## config.mk

```make
export PLATFORM = sky130hd
export DESIGN_NAME = mem_port_arbiter
export DESIGN_NICKNAME = d
export VERILOG_FILES = /design/src/rtl/mem_port_arbiter.sv
export SDC_FILE = /design/constraint.sdc
export NUM_CORES = 1
export LEC_CHECK = 0
export BUFFER_PORTS_ARGS = -buffer_cell sky130_fd_sc_hd__buf_2
export CAP_MARGIN = 20
export CORE_AREA = 2 2 106 108
export DETAILED_ROUTE_END_ITERATION = 8
export DIE_AREA = 0 0 108 110
export PLACE_DENSITY = 0.73
export SYNTH_ARGS = -nofsm -noshare
export SYNTH_HDL_FRONTEND = slang
export SYNTH_SLANG_ARGS = --single-unit
```

## constraint.sdc

```tcl
create_clock -name clk -period 2.5 [get_ports clk]
set_input_delay 0 -clock clk [delete_from_list [all_inputs] [get_ports clk]]
set_output_delay 0 -clock clk [all_outputs]
set_load 0.01 [all_outputs]
```

## src/rtl/mem_port_arbiter.sv

```systemverilog
// Merges instruction-fetch and data ports onto one single-ported memory, one transaction at a time.
// Latency: request seen in IDLE at N, strobe from N+1, resp combinational with pmem_resp.
module mem_port_arbiter #(
    parameter int MAX_D_STREAK = 4,
    parameter bit ADDR_ALIGN   = 1'b1
) (
    input  logic        clk,
    input  logic        rst,
    input  logic        instr_mem_read,
    input  logic [31:0] instr_mem_address,
    output logic        instr_mem_resp,
    output logic [31:0] instr_mem_rdata,
    input  logic        data_mem_read,
    input  logic        data_mem_write,
    input  logic [31:0] data_mem_address,
    input  logic [31:0] data_mem_wdata,
    input  logic [3:0]  mem_byte_enable,
    output logic        data_mem_resp,
    output logic [31:0] data_mem_rdata,
    output logic        pmem_read,
    output logic        pmem_write,
    output logic [31:0] pmem_address,
    output logic [31:0] pmem_wdata,
    output logic [3:0]  pmem_byte_enable,
    input  logic        pmem_resp,
    input  logic [31:0] pmem_rdata
);

    localparam int SW = $clog2(MAX_D_STREAK + 1);

    typedef enum logic [1:0] {
        IDLE   = 2'd0,
        BUSY_I = 2'd1,
        BUSY_D = 2'd2
    } state_t;

    state_t        r_state;
    state_t        w_next;
    logic [SW-1:0] r_streak;
    logic [SW-1:0] w_streak_nxt;
    logic [31:0]   r_addr;
    logic [31:0]   r_wdata;
    logic [3:0]    r_be;
    logic          r_wr;

    logic w_fetch_pend;
    logic w_data_pend;
    logic w_grant_i;
    logic w_grant_d;
    logic w_busy;

    assign w_fetch_pend = instr_mem_read;
    assign w_data_pend  = data_mem_read | data_mem_write;

    always_ff @(posedge clk) begin
        if (rst) begin
            r_state  <= IDLE;
            r_streak <= '0;
            r_addr   <= '0;
            r_wdata  <= '0;
            r_be     <= '0;
            r_wr     <= 1'b0;
        end else begin
            r_state  <= w_next;
            r_streak <= w_streak_nxt;
            // Simultaneous read+write is illegal upstream; the write wins.
            if (w_grant_d) begin
                r_addr  <= data_mem_address;
                r_wr    <= data_mem_write;
                r_wdata <= data_mem_write ? data_mem_wdata : 32'h0;
                r_be    <= data_mem_write ? mem_byte_enable : 4'hF;
            end else if (w_grant_i) begin
                r_addr  <= instr_mem_address;
                r_wr    <= 1'b0;
                r_wdata <= 32'h0;
                r_be    <= 4'hF;
            end
        end
    end

    always_comb begin
        w_next           = r_state;
        w_grant_i        = 1'b0;
        w_grant_d        = 1'b0;
        w_streak_nxt     = r_streak;
        w_busy           = 1'b0;
        pmem_read        = 1'b0;
        pmem_write       = 1'b0;
        pmem_address     = 32'h0;
        pmem_wdata       = 32'h0;
        pmem_byte_enable = 4'h0;
        instr_mem_resp   = 1'b0;
        instr_mem_rdata  = 32'h0;
        data_mem_resp    = 1'b0;
        data_mem_rdata   = 32'h0;

        case (r_state)
            IDLE: begin
                if (w_data_pend && ((r_streak < SW'(MAX_D_STREAK)) || !w_fetch_pend)) begin
                    w_next    = BUSY_D;
                    w_grant_d = 1'b1;
                end else if (w_fetch_pend) begin
                    w_next    = BUSY_I;
                    w_grant_i = 1'b1;
                end
            end
            BUSY_I, BUSY_D: begin
                if (pmem_resp) w_next = IDLE;
            end
            default: w_next = IDLE;
        endcase

        if (w_grant_i) begin
            w_streak_nxt = '0;
        end else if (w_grant_d) begin
            if (!w_fetch_pend)
                w_streak_nxt = '0;
            else if (r_streak != SW'(MAX_D_STREAK))
                w_streak_nxt = r_streak + SW'(1);
        end

        // Outputs are forced quiet while reset is asserted, abandoning any transaction.
        w_busy = !rst && (r_state != IDLE);
        if (w_busy) begin
            pmem_read        = !r_wr;
            pmem_write       = r_wr;
            pmem_address     = {r_addr[31:2], (ADDR_ALIGN ? 2'b00 : r_addr[1:0])};
            pmem_wdata       = r_wdata;
            pmem_byte_enable = r_be;
            if (pmem_resp && (r_state == BUSY_I)) begin
                instr_mem_resp  = 1'b1;
                instr_mem_rdata = pmem_rdata;
            end
            if (pmem_resp && (r_state == BUSY_D)) begin
                data_mem_resp  = 1'b1;
                data_mem_rdata = r_wr ? 32'h0 : pmem_rdata;
            end
        end
    end

    a_no_rw_together: assert property (@(posedge clk) disable iff (rst)
        !(data_mem_read && data_mem_write));

endmodule
```

==> flow_summary.ini <==
[yosys]
synth_most_common_cell = and2_1
synth_area_leaders = dfxtp_1, and2_1, o21ai_0, a32oi_1, a31oi_1
yosysUniqueCellTypes = 33
avgSynthCellArea_sq_um = 8.09
synth-edff-count = 0
ys.flop_type = dfxtp_1
seq_area_frac_synth = 0.366
synth_common_cells = and2_1, dfxtp_1, o21ai_0, a21oi_1
yosys.area.top_type_share = 0.366
synth_top_area_cell = dfxtp_1
yosys_warnings = 0
synthesis.area_sq_um = 3940
async_reset_ff_frac = 0
ys_seq_elements = 72
synthCells = 487

[cts]
cts_setup_buffers = 0
cts.path.max_buffers = 2
cts-htree-levels = 3
root_buffer = clkbuf_8
cts_tree = built
clock_latency_ns = 0.36
cts.reportedPaths.clkPinSlew_ns = 0.08
cts_buffers = 9
cts_sinks = 72
post_cts_resized = 0

[floorplanning]
io_pins = 274
num_rows = 38
fp.dieH_microns = 110
die-area_sq_um = 11900
fp.dieW_microns = 108
initial_core_util = 0.368
coreArea_sq_um = 10700

[layout]
final-seq-area_sq_um = 1440
layoutNonFillerInstCount = 968
drive_gt1_frac = 0.370
num-nets-final = 963
syn2layout_area_growth_pct = 65.0
fill_cells = 893
multiInputGateArea_sq_um = 2210

[worst_setup_path]
crit_start = r_state[0]
critPathMaxStageDelay_ns = 0.67
slowest_stage = inv_1
cp_cell_sequence = inv_1 -> ha_1 -> buf_4 -> inv_1 -> o21ai_0 -> a21oi_1
required_ns = 2.79
start_kind = register
cpMostUsedCell = inv_1
critPathArrivalTime_ns = 2.51
worstSetupPathType = reg -> reg
r2r_start = r_state[0]
cpLargestDelayFamily = buffers and inverters
critical_path_buf_inv_count = 3
end_kind = register
cp_max_fo = 30

[sta]
setup_tns_ns = 0
rsz0062_at_grt = false
fin_ws_ns = 0.273
fmax_mhz = 449
fin_crit_sh = 0.891
finalHoldViolCount = 0
slew_violations = 0
min_period_ns = 2.23
setup_violations = 0
relSlewSlack = 0.303
fin_skew_ns = 0.00856
worstMarginPinSlew_ns = 1.05

[pwr]
p_leak_nw = 3.24
ir_drop_uv = 361
cellPowerDensity_nw_per_um2 = 533
totalPowerFinal_mw = 3.47

[global_routing]
grt_pass1_wl_microns = 24700
grt_pass1_vias = 5131
grt_use_total = 0.266
antenna_found_initial = 3
grt_max_degree = 45
globalRouteOverflowTotal = 0

[drt]
drt_iter0_markers = 448
viasPerCell = 5.42
drt_wl_total_microns = 16700
vias = 5251
drt-pass1-iter-count = 6
drc = 0
drtAntennaViolNets = 0
wire_per_inst_microns = 17.3

[place]
place_congestion = 0.808
dp.cells = 852
port_buffers = 267
dp_hpwl_microns = 9710
dp_slack_ns = 0.442

[worst_hold_path]
holdCritPathClass = in -> reg
holdCritStartpoint = pmem_resp

[run]
maxCapViolCount = 0

[status]
run_status = finished clean
routing by layer:
layer | GRT usage | vias to the layer above | wire [microns]
li1 | - | 2372 | -
met1 | 0.274 | 2440 | 5730
met2 | 0.486 | 364 | 8830
met5 | 0 | - | 0
met4 | 0.171 | 0 | 745
met3 | 0.0623 | 75 | 1440
final cells by class:
type                       count  share of cell area
clock inverter                 5              0.0160
sequential                    72               0.222
timing repair buffer         374               0.369
multi-input combinational    357               0.340
tap                          140              0.0269
clock buffer                  11              0.0217
inverter                       6             0.00346
antenna                        3             0.00115
state kept, by name (all words and copies together) (netlist names):
register,cells
r_wdata,32
r_addr,30
r_be,4
r_streak,3
r_state,2
r_wr,1
repair_timing:
| item | in CTS | in global routing |
|---|---|---|
| setup endpoints to repair | 0 | 0 |
| hold endpoints to repair | 66 | 0 |
| hold buffers | 96 | 0 |
power by group:
group | internal (mW) | total (mW) | switching (mW)
sequential | 1.28 | 1.35 | 0.0671
clock | 0.691 | 1.15 | 0.464
combinational | 0.423 | 0.965 | 0.541
total | 2.40 | 3.47 | 1.07
metrics by stage:
step	util	hold slack, ns	instance area, sq um
global route	0.608	0.0476	6500
CTS	0.606	0.0241	6480
detailed placement	0.493	0.266	5280
global placement	0.493	0.255	5280
floorplan	-	0.144	3950
finish	0.608	0.0468	6500
worst reg2reg max path: cells and delay by family, from the launching register on:
| family | cells | cell delay [ns] |
|---|---|---|
| fa+ha+maj | 1 | 0.33 |
| flops | 1 | 0.37 |
| compound gates | 2 | 0.47 |
| buf+inv | 3 | 0.99 |
logic make-up (layout without fill, tap and decap cells):
kind of cell	Yosys count	in the layout	synth area share
other	1	5	0.000951
AOI/OAI and AO/OA	169	169	0.275
buffers and inverters	59	396	0.0768
and+or+nand+nor	181	181	0.265
adders and majority gates	5	5	0.0159
DFF	72	72	0.366
final timing paths:
kind	endpoint	slack (ns)	depth (start not counted)
setup reg to reg	r_addr[2]	0.27	6
setup / recovery	r_addr[2]	0.27	6
hold reg to reg	r_wdata[11]	0.49	2
hold / removal	r_state[0]	0.05	4
cell usage in the layout (no fill, tap or decap), types with 2 or more instances in the layout:
| cell | instances |
|---|---|
| buf_2 | 267 |
| nor3_1 | 2 |
| ha_1 | 5 |
| a31oi_1 | 30 |
| buf_4 | 9 |
| clkbuf_8 | 10 |
| o21ai_0 | 61 |
| a21oi_1 | 35 |
| nand3_1 | 2 |
| a32oi_1 | 34 |
| dlygate4sd3_1 | 96 |
| inv_1 | 6 |
| nand2_1 | 2 |
| nor2_1 | 34 |
| diode_2 | 3 |
| conb_1 | 2 |
| o221a_2 | 4 |
| bufinv_16 | 3 |
| and3_1 | 2 |
| dfxtp_1 | 72 |
| and2_1 | 131 |
No activity file was read; power rests on OpenSTA's default activity.
